[src/rtl/keypad_matrix_scanner.sv]
// keypad_matrix_scanner: row-strobed key matrix scanner with per-key debounce
// and a press/release event FIFO drained through a valid/ready port.
// Optional feature macro: KEYPAD_RELEASE_EVT_EN (queue release events too).
module keypad_matrix_scanner #(
  parameter int ROWS           = 4,
  parameter int COLS           = 4,
  parameter int SCAN_DIV       = 50000,
  parameter int DEBOUNCE_SCANS = 4,
  parameter int FIFO_DEPTH     = 4
) (
  input  logic                 clk_i,
  input  logic                 reset_n,
  output logic [ROWS-1:0]      row_n_o,
  input  logic [COLS-1:0]      col_n_i,
  output logic                 key_valid_o,
  output logic [7:0]           key_code_o,
  input  logic                 key_ready_i,
  output logic                 overflow_o,
  input  logic                 clr_ovf_i,
  output logic [ROWS*COLS-1:0] key_state_o
);
  localparam int NK = ROWS * COLS;
  localparam int RW = (ROWS > 1) ? $clog2(ROWS) : 1;
  localparam int CW = (COLS > 1) ? $clog2(COLS) : 1;
  localparam int KW = (NK > 1) ? $clog2(NK) : 1;
  localparam int PW = (SCAN_DIV > 1) ? $clog2(SCAN_DIV) : 1;
  localparam int DW = $clog2(DEBOUNCE_SCANS + 1);
  localparam int AW = (FIFO_DEPTH > 1) ? $clog2(FIFO_DEPTH) : 1;

  typedef enum logic [1:0] {DWELL, EVAL, NEXT} state_t;

  state_t          state_q, state_d;
  logic [PW-1:0]   presc_q;
  logic [CW-1:0]   col_q;
  logic [RW-1:0]   row_q;
  logic [COLS-1:0] sync1_q, sync2_q;
  logic [COLS-1:0] snap_q;            // pressed bits (active-high) of the current row
  logic [NK-1:0]   key_state_q;
  logic [DW-1:0]   cnt_q [NK];

  logic            eval, sample, flip, push, pop, full, wr_en;
  logic [KW-1:0]   k_idx;
  logic [7:0]      ev_code;

  logic [7:0]      mem_q [FIFO_DEPTH];
  logic [AW-1:0]   wr_q, rd_q;
  logic [AW:0]     count_q;

  function automatic logic [AW-1:0] ptr_inc(input logic [AW-1:0] p);
    return (p == AW'(FIFO_DEPTH - 1)) ? '0 : p + AW'(1);
  endfunction

  // Two-flop synchronizer for the asynchronous column inputs; idle = released.
  always_ff @(posedge clk_i or negedge reset_n) begin
    if (!reset_n) begin
      sync1_q <= '1;
      sync2_q <= '1;
    end else begin
      sync1_q <= col_n_i;
      sync2_q <= sync1_q;
    end
  end

  // Scan FSM state register.
  always_ff @(posedge clk_i or negedge reset_n) begin
    if (!reset_n) state_q <= DWELL;
    else          state_q <= state_d;
  end

  // Scan FSM next state: dwell on a row, evaluate each column, step to next row.
  always_comb begin
    state_d = state_q;
    case (state_q)
      DWELL:   if (presc_q == PW'(SCAN_DIV - 1)) state_d = EVAL;
      EVAL:    if (col_q == CW'(COLS - 1))       state_d = NEXT;
      NEXT:    state_d = DWELL;
      default: state_d = DWELL;
    endcase
  end

  // Scan datapath: prescaler, column snapshot, column and row indices.
  always_ff @(posedge clk_i or negedge reset_n) begin
    if (!reset_n) begin
      presc_q <= '0;
      col_q   <= '0;
      row_q   <= '0;
      snap_q  <= '0;
    end else begin
      case (state_q)
        DWELL: begin
          if (presc_q == PW'(SCAN_DIV - 1)) begin
            snap_q <= ~sync2_q;
            col_q  <= '0;
          end else begin
            presc_q <= presc_q + PW'(1);
          end
        end
        EVAL: if (col_q != CW'(COLS - 1)) col_q <= col_q + CW'(1);
        NEXT: begin
          row_q   <= (row_q == RW'(ROWS - 1)) ? '0 : row_q + RW'(1);
          presc_q <= '0;
        end
        default: ;
      endcase
    end
  end

  assign row_n_o = ~(ROWS'(1) << row_q);
  assign eval    = (state_q == EVAL);
  assign k_idx   = KW'(int'(row_q) * COLS + int'(col_q));
  assign sample  = snap_q[col_q];
  assign flip    = eval && (sample != key_state_q[k_idx]) &&
                   (cnt_q[k_idx] == DW'(DEBOUNCE_SCANS - 1));
`ifdef KEYPAD_RELEASE_EVT_EN
  assign push    = flip;
`else
  assign push    = flip && sample;    // releases only update the bitmap
`endif
  assign ev_code = {~sample, 3'(row_q), 4'(col_q)};

  // Per-key debounce: a key flips only after DEBOUNCE_SCANS consecutive differing samples.
  always_ff @(posedge clk_i or negedge reset_n) begin
    if (!reset_n) begin
      key_state_q <= '0;
      for (int i = 0; i < NK; i++) cnt_q[i] <= '0;
    end else if (eval) begin
      for (int i = 0; i < NK; i++) begin
        if (k_idx == KW'(i)) begin
          if (sample == key_state_q[i]) begin
            cnt_q[i] <= '0;
          end else if (cnt_q[i] == DW'(DEBOUNCE_SCANS - 1)) begin
            key_state_q[i] <= ~key_state_q[i];
            cnt_q[i]       <= '0;
          end else begin
            cnt_q[i] <= cnt_q[i] + DW'(1);
          end
        end
      end
    end
  end

  assign key_state_o = key_state_q;
  assign key_valid_o = (count_q != '0);
  assign key_code_o  = mem_q[rd_q];
  assign full        = (count_q == (AW+1)'(FIFO_DEPTH));
  assign pop         = key_valid_o && key_ready_i;
  assign wr_en       = push && (!full || pop);

  // Event FIFO; a pop in the same cycle frees room for a push into a full FIFO.
  always_ff @(posedge clk_i or negedge reset_n) begin
    if (!reset_n) begin
      wr_q    <= '0;
      rd_q    <= '0;
      count_q <= '0;
      for (int i = 0; i < FIFO_DEPTH; i++) mem_q[i] <= '0;
    end else begin
      if (wr_en) begin
        mem_q[wr_q] <= ev_code;
        wr_q        <= ptr_inc(wr_q);
      end
      if (pop) rd_q <= ptr_inc(rd_q);
      case ({wr_en, pop})
        2'b10:   count_q <= count_q + (AW+1)'(1);
        2'b01:   count_q <= count_q - (AW+1)'(1);
        default: ;
      endcase
    end
  end

  // Sticky overflow; a new drop in the same cycle as a clear keeps it set.
  always_ff @(posedge clk_i or negedge reset_n) begin
    if (!reset_n)                   overflow_o <= 1'b0;
    else if (push && full && !pop)  overflow_o <= 1'b1;
    else if (clr_ovf_i)             overflow_o <= 1'b0;
  end
endmodule

[config.mk]
export PLATFORM = sky130hd
export DESIGN_NAME = keypad_matrix_scanner
export DESIGN_NICKNAME = d
export VERILOG_FILES = /design/src/rtl/keypad_matrix_scanner.sv
export SDC_FILE = /design/constraint.sdc
export NUM_CORES = 1
export LEC_CHECK = 0
export ABC_AREA = 0
export BUFFER_PORTS_ARGS = -buffer_cell sky130_fd_sc_hd__clkbuf_2
export CAP_MARGIN = 20
export CORE_AREA = 3 3 158 160
export CTS_CLUSTER_DIAMETER = 150
export DETAILED_ROUTE_END_ITERATION = 10
export DIE_AREA = 0 0 161 163
export GPL_TIMING_DRIVEN = 0
export PLACE_DENSITY_LB_ADDON = 0.2
export SLEW_MARGIN = 20
export SYNTH_ARGS = -nofsm -noshare
export SYNTH_HDL_FRONTEND = slang
export SYNTH_SLANG_ARGS = --single-unit
[constraint.sdc]
create_clock -name clk_i -period 4.72 [get_ports clk_i]
set_input_delay 0.472 -clock clk_i [delete_from_list [all_inputs] [get_ports clk_i]]
set_output_delay 0.472 -clock clk_i [all_outputs]
set_load 0.005 [all_outputs]
==> results of run 1 <==
layout make-up:
class | instances | area [sq um] | share of cell area [%]
Timing Repair Buffer | 35 | 209 | 2.65
Buffer | 23 | 135 | 1.71
Multi-Input combinational cell | 447 | 3230 | 40.9
Clock inverter | 15 | 211 | 2.68
Sequential cell | 126 | 3160 | 40.1
Clock buffer | 17 | 425 | 5.39
Inverter | 31 | 116 | 1.48
Tap cell | 319 | 399 | 5.06
per-layer routing:
| layer | vias up | wire [um] | share of wire [%] | GRT usage, % |
|---|---|---|---|---|
| li1 | 2327 | - | - | - |
| met1 | 2377 | 7290 | 46 | 16.0 |
| met2 | 61 | 8000 | 50 | 21.4 |
| met3 | 16 | 533 | 3.3 | 2.87 |
| met4 | 0 | 187 | 1.2 | 3.87 |
| met5 | - | 0 | 0 | 0 |
power by group:
group	switching (mW)	total, mW	internal, mW
clock network	0.527	1.42	0.893
logic	0.105	0.201	0.0964
registers	0.0418	1.15	1.11
total	0.674	2.77	2.10
cells by family (layout without fill, tap and decap cells):
kind of cell | count (synthesis) | in the layout
AOI/OAI and AO/OA | 105 | 105
adders and majority gates | 31 | 31
other | 1 | 3
muxes | 51 | 51
buffers and inverters | 54 | 121
xor gates and xnor gates | 23 | 23
DFF | 126 | 126
and+or+nand+nor | 234 | 234
synthesized netlist by cell type (all sizes together), types with 2 or more instances:
library cell / n / area [sq um]
and2: 4 / 25.0
clkbuf: 10 / 37.5
o211ai: 4 / 35.0
mux2i: 6 / 60.1
a31oi: 8 / 50.1
nand3b: 3 / 22.5
nor3: 20 / 111
and3: 4 / 25.0
nand3: 44 / 245
o21ai: 29 / 145
o21a: 2 / 15.0
a32o: 2 / 20.0
a2111oi: 2 / 36.3
xor2: 20 / 175
mux2: 37 / 439
nand4bb: 2 / 22.5
nor4: 4 / 25.0
a21oi: 18 / 90.1
o31ai: 5 / 37.5
nand2b: 19 / 119
nand2: 63 / 236
ha: 30 / 375
dfstp: 8 / 210
nor3b: 3 / 27.5
nand4: 6 / 37.5
or2: 2 / 12.5
inv: 31 / 116
xnor2: 3 / 26.3
nor2b: 14 / 87.6
nor2: 39 / 149
nand4b: 2 / 17.5
dfrtp: 118 / 2950
buf: 13 / 97.6
a21o: 18 / 135
mux4: 8 / 180
a311oi: 3 / 26.3
a211oi: 4 / 30.0
flip-flops by register name, summed over array words and instances (netlist names), 3 cells and up:
signal,flops
sync1_q,4
mem_q,20
cnt_q,48
key_state_o,16
sync2_q,4
presc_q,16
count_q,3
snap_q,4
worst max path at each step:
stage | to | slack (ns) | depth (start not counted)
after global routing | count_q[1]$_DFFE_PN0P_ | 1.10 | 11
final | count_q[2]$_DFFE_PN0P_ | 1.31 | 13
after floorplan | count_q[2]$_DFFE_PN0P_ | 1.94 | 12
after CTS | count_q[1]$_DFFE_PN0P_ | 1.34 | 11
after detailed placement | count_q[1]$_DFFE_PN0P_ | 1.36 | 11
after global placement | snap_q[2]$_DFFE_PN0P_ | 1.11 | 1
through the flow:
step	utilization, %	setup slack, ns	cells	cell area (sq um)	hold WS, ns
after floorplan	-	1.94	627	6640	0.176
after global placement	30.6	1.11	979	7200	0.347
after detailed placement	30.8	1.36	981	7250	0.348
after CTS	33.5	1.34	1013	7890	0.0789
after global routing	33.5	1.10	1013	7890	0.109
final	33.5	1.31	1013	7890	0.0724
critical path: cells and delay by family, from the launching register on:
kind / cells / cell delay, ns
compound gates: 5 / 1.10
fa+ha+maj: 1 / 0.41
buf+inv: 3 / 0.54
flops: 1 / 0.39
simple gates: 4 / 0.89
==> summary.md, run 1 <==
| Metric | Value |
|---|---|
| Outcome | `complete, no violations` |
| ANT cells | `0` |
| Vias/cell | `~4.7` |
| Drt initial violations | `between 200 and 250` |
| Maximum vdd drop | `a little over 0.0002 V` |
| Cts bufs inserted | `17` |
| Cells after Synth | `around 630` |
| Pleak | `approximately 3.7 nW` |
| Grt ovf | `0` |
| I/O pin cnt | `38` |
| DP HPWL | `11,500 um` |
| Main combinational cell family by area after synthesis | `simple AND/OR/NAND/NOR gates` |
| Crit-path max cell delay | `0.41 ns` |
| Die W | `roughly 160 um` |
| Final Critical Period | `about 3.4 ns` |
| IO buf count | `33` |
| Resize count post-CTS | `0` |
| FF-to-FF path depth | `13` |
| Total number of vias | `4,781` |
| Max-Slew Margin vs Limit | `between 20% and 30%` |
| Most used DFF post-synth | `dfrtp_1` |
| Yosys warns | `0` |
| DRC Markers | `0` |
| Total power | `between 2 and 3 mW` |
| Worst slew pin tran | `1.09 ns` |
| Reg clk slew, reported paths | `0.06 ns` |
| Crit path launch | `col_q[1]$_DFFE_PN0P_` |
| Die area | `approximately 0.026 sq mm` |
| Fillers | `between 2,000 and 2,500` |
| Worst-path cell chain | `buf_6 > buf_2 > nand2_1 > a32o_1 > nor4_1 > nor3_1 > o31ai_1 > inv_1 > fa_1 > nor2b_1 > o41a_1 > a31oi_1 > o211a_1` |
| Die height | `~160 um` |
| CTS sink cnt | `roughly 130` |
| Pin count of the biggest net entering global routing | `66` |
| WS Path Type | `flip-flop to flip-flop` |
| Drt total wl | `about 16,000 um` |
| Worst-skew pair later-pin latency | `between 0.4 and 0.5 ns` |
| Core Region | `~0.024 sq mm` |
| Max Cap Viol | `0` |
| Initial antenna violation count | `0` |
| Max Freq | `about 0.29 GHz` |
| Synth Area in XOR/XNOR | `around 3.0%` |
| HP Class | `input port to async pin` |
| Synth Area in Adders | `between 5 and 6%` |
| Number of flops mapped to enable cells by yosys | `0` |
| Netlist Area Pre-Place | `0.00663 sq mm` |
| Mean Syn Cell Area | `10.6 sq um` |
| Most frequent cells in the layout | `dfrtp_1 (118), nand2_1 (63), nand3_1 (42), nor2_1 (38), clkbuf_2 (32)` |
| Clock Tree Buf Depth | `2` |
| WP data arrival | `~3.8 ns` |
| Final hold vios | `0` |
| Final setup TNS | `0 ns` |
| Critical path required time | `5.07 ns` |
| Tcrit/Tclk final | `about 72%` |
| Synth Area in Compound Gates | `11.0%` |
| Worst r2r src | `col_q[1]$_DFFE_PN0P_` |
| Share of layout cells above drive strength 1 | `19.2%` |
| Startpoint Class | `flip-flop` |
| Top fanout value on the critical path | `10` |
| Vias in the first global route | `~5,000` |
| Post-CTS setup buffers | `0` |
| Routed Antenna Nets | `0` |
| RSZ-0062 raised after global routing | `no` |
| Root Driver | `clkbuf_16` |
| Final slew viol count | `0` |
| Yosys reg bits | `roughly 130` |
| Seq/Total Area, Yosys | `between 40% and 50%` |
| Placer Congestion | `just under 0.8` |
| First-pass GRT wire length | `~26,000 um` |
| Distinct cells, synth | `66` |
| Reg-to-reg endpoint | `count_q[2]$_DFFE_PN0P_` |
| Share of synthesized flip-flops with an asynchronous set or reset | `100%` |
| Final net count | `720` |
| Setup violators final | `0` |
| Mux contribution to synthesized area | `roughly a tenth` |
| CTS tree | `done` |
| Commonest non-fill, non-tap cell in the layout | `dfrtp_1` |
| DR pass1 iterations | `4` |
| Area added between synthesis and finish | `19.0%` |
| H-tree depth | `4` |
| CP Capture Type | `flip-flop` |
| DR WL/cell | `roughly 16 um` |
| Starting Density | `about 28%` |
| Hold buffers post-CTS | `0` |
| Setup Skew | `0.0103 ns` |
| R2R setup slack | `1.31 ns` |
| Crit-path slowest cell | `o31ai_1` |
| Simple-Gate Fraction of Synth Area | `18.2%` |
| Row cnt | `56` |
| GRT Overall Usage | `about an eighth` |
| Pwr dens | `351 mW/mm^2` |
Power figures use the tool's default switching activity.
==> inputs of run 2 (changes only) <==
==> constraint.sdc (replaced) <==
create_clock -name clk_i -period 3.3 [get_ports clk_i]
set_input_delay 0.33 -clock clk_i [delete_from_list [all_inputs] [get_ports clk_i]]
set_output_delay 0.33 -clock clk_i [all_outputs]
set_load 0.005 [all_outputs]
==> run 2 against run 1 <==
Compared with the run above:
- sequential share of layout area decreased by 0.42 points
- via count increased by 0.65%
- wire length about the same
- critical path depth unchanged
- worst setup slack got worse by 1.1 ns
- global-route usage unchanged
- hold slack improved by 0.16 ns
- die area unchanged
- register-to-register slack got worse by 1.1 ns
- first-iteration DRC count decreased by 13%
- critical path type unchanged
- largest cell class unchanged
==> summary.md, run 2 (synthesis gave the netlist of run 1 again) <==
| Metric | Value |
|---|---|
| Outcome | `complete, no violations` |
| Routed Antenna Nets | `0 (unchanged)` |
| Total number of vias | `4,812 (+0.65%)` |
| DRC Markers | `0 (unchanged)` |
| Die height | `163 um (unchanged)` |
| Vias in the first global route | `4,988 (+0.14%)` |
| CP Capture Type | `flip-flop` |
| Pint | `3.01 mW (+43%)` |
| Pleak | `3.68 nW (+0.57%)` |
| Area added between synthesis and finish | `20.3%` |
| Cts bufs inserted | `17 (unchanged)` |
| Grt ovf | `0 (unchanged)` |
| Worst r2r src | `col_q[1]$_DFFE_PN0P_` |
| Setup Skew | `0.0103 ns (-0.0000382 ns)` |
| CTS sink cnt | `126 (unchanged)` |
| DP HPWL | `11,500 um (unchanged)` |
| Setup violators final | `0 (unchanged)` |
| Initial antenna violation count | `0 (unchanged)` |
| First-pass GRT wire length | `26,200 um (about the same)` |
| Vias/cell | `4.73 (+0.25%)` |
| RSZ-0062 raised after global routing | `no` |
| Startpoint Class | `flip-flop` |
| HP Class | `input port to flip-flop` |
| Reg-to-reg endpoint | `count_q[2]$_DFFE_PN0P_` |
| ANT cells | `0 (unchanged)` |
| Max FFs per register | `48 (unchanged)` |
| I/O pin cnt | `38 (unchanged)` |
| CP bufs+invs | `3 (unchanged)` |
| Die W | `161 um (unchanged)` |
| Placed cell count | `981 (unchanged)` |
| Reg clk slew, reported paths | `0.06 ns (about the same)` |
| Root Driver | `clkbuf_16` |
| Core Region | `0.0235 sq mm (unchanged)` |
| Tcrit/Tclk final | `93.6% (+21 points)` |
| Reg with most FFs | `cnt_q` |
| IO buf count | `33 (unchanged)` |
| Final slew viol count | `0 (unchanged)` |
| Drt total wl | `16,000 um (about the same)` |
| Total power | `3.97 mW (+43%)` |
| Placer Congestion | `0.789 (unchanged)` |
| Starting Density | `28.2% (unchanged)` |
| Top fanout value on the critical path | `10 (unchanged)` |
| WS Path Type | `flip-flop to flip-flop` |
| Final setup TNS | `0 ns (unchanged)` |
| DR WL/cell | `15.7 um (-0.45%)` |
| Clock power frac | `51.1% (about the same)` |
| WP data arrival | `3.44 ns (-0.32 ns)` |
| Sequential power share | `41.4% (about the same)` |
| Clock Tree Buf Depth | `2 (unchanged)` |
| Max Cap Viol | `0 (unchanged)` |
| Post-CTS setup buffers | `0 (unchanged)` |
| Commonest non-fill, non-tap cell in the layout | `dfrtp_1` |
| Critical path required time | `3.65 ns (-1.42 ns)` |
| Crit path to | `count_q[2]$_DFFE_PN0P_` |
| Max Freq | `0.324 GHz (+10%)` |
| Crit-path slowest cell | `fa_1` |
| Final Critical Period | `3.09 ns (-0.321 ns)` |
| GRT Overall Usage | `12.6% (unchanged)` |
| Top Registers | `cnt_q (48), mem_q (20)` |
| Final hold vios | `0 (unchanged)` |
| Final net count | `724 (+0.56%)` |
| FF-to-FF path depth | `13 (unchanged)` |
| Non-filler cells, final | `1,017 (+0.39%)` |
| Cell repeated most along the worst path | `buf_6` |
| Pin count of the biggest net entering global routing | `66 (unchanged)` |
| R2R setup slack | `0.21 ns (-1.10 ns)` |
| Most frequent cells in the layout | `dfrtp_1 (117), nand2_1 (63), nand3_1 (42), nor2_1 (38), clkbuf_2 (32)` |
| Delay-heaviest family, CP | `compound AO/OA/AOI/OAI gates` |
| Worst-skew pair later-pin latency | `0.41 ns (about the same)` |
| Pwr dens | `498 mW/mm^2 (+42%)` |
| Crit path launch | `col_q[1]$_DFFE_PN0P_` |
| Combinational power share | `7.5% (+0.2 points)` |
| Share of layout cells above drive strength 1 | `19.9% (+0.75 points)` |
| Row cnt | `56 (unchanged)` |
| Worst-path cell chain | `buf_6 > buf_6 > mux2i_1 > nand3_1 > o221ai_2 > o2111ai_4 > o31ai_4 > inv_1 > fa_1 > nor2b_1 > o41a_1 > a31oi_1 > o211a_1` |
| Max-Slew Margin vs Limit | `52.7% (+26 points)` |
| Die area | `0.0262 sq mm (unchanged)` |
| Sw frac | `24.3% (-0.043 points)` |
| Worst slew pin tran | `0.710 ns (-0.378 ns)` |
| CTS tree | `done` |
| DR pass1 iterations | `4 (unchanged)` |
| Maximum vdd drop | `0.000288 V (+42%)` |
| Crit-path max cell delay | `0.40 ns (about the same)` |
| Hold Worst Slack | `0.228 ns (+0.156 ns)` |
| H-tree depth | `4 (unchanged)` |
| NetSw | `0.963 mW (+43%)` |
| Drt initial violations | `185 (-13%)` |
| CP Depth | `13 (unchanged)` |
==> run 2: metrics by stage <==
step / utilization, % / setup slack (ns) / cell area, sq um
finish: 33.9 / 0.210 / 7980
global route: 33.9 / 0.00859 / 7980
CTS: 33.8 / 0.0308 / 7960
detailed placement: 30.8 / -0.0621 / 7250
global placement: 30.6 / -0.170 / 7200
floorplan: - / 0.520 / 6640
==> run 2: per-layer routing <==
metal | vias up | wire length, um | GRT usage (%)
met3 | 12 | 626 | 2.85
met4 | 0 | 156 | 3.87
met2 | 69 | 8040 | 21.5
li1 | 2334 | - | -
met1 | 2397 | 7170 | 16.0
met5 | - | 0 | 0
==> run 2: tightest hold or removal path, cell delays in order <==
cell,delay (ns)
clkbuf_2,0.07
nand2b_1,0.11
o41ai_1,0.07
==> run 2: power groups by stage <==
stage                     Combinational, mW  Clock [mW]  Sequential (mW)
after detailed placement              0.294           0             1.67
after CTS                             0.302        2.08             1.64
after global routing                  0.342        2.16             1.65
after floorplan                       0.210           0             1.65
final                                 0.298        2.03             1.64
after global placement                0.276           0             1.67
==> run 2: how the worst min path moves through the flow <==
| stage | startpoint | cells after the start | slack (ns) | end |
|---|---|---|---|---|
| CTS | clr_ovf_i | 3 | 0.19 | overflow_o$_DFFE_PN0P_ |
| detailed placement | sync1_q[3]$_DFF_PN1_ | 0 | 0.35 | sync2_q[3]$_DFF_PN1_ |
| finish | clr_ovf_i | 3 | 0.23 | overflow_o$_DFFE_PN0P_ |
| floorplan | reset_n | 0 | 0.03 | cnt_q[0]$_DFFE_PN0P_ |
| global placement | sync1_q[3]$_DFF_PN1_ | 0 | 0.35 | sync2_q[3]$_DFF_PN1_ |
| global route | clr_ovf_i | 3 | 0.21 | overflow_o$_DFFE_PN0P_ |
==> run 2: timing repair <==
action                                  CTS  global route
hold buffers                              5             0
hold endpoints to repair                 68             0
endpoints found under the setup margin    2             2
gates resized for setup                   3             5
==> run 2: cell type report <==
type	instances	area [sq um]
Tap cell	319	399
Buffer	22	134
Sequential cell	126	3160
Fill cell	2394	15600
Multi-Input combinational cell	447	3270
Timing Repair Buffer	40	259
Clock inverter	15	211
Clock buffer	17	425
Inverter	31	116
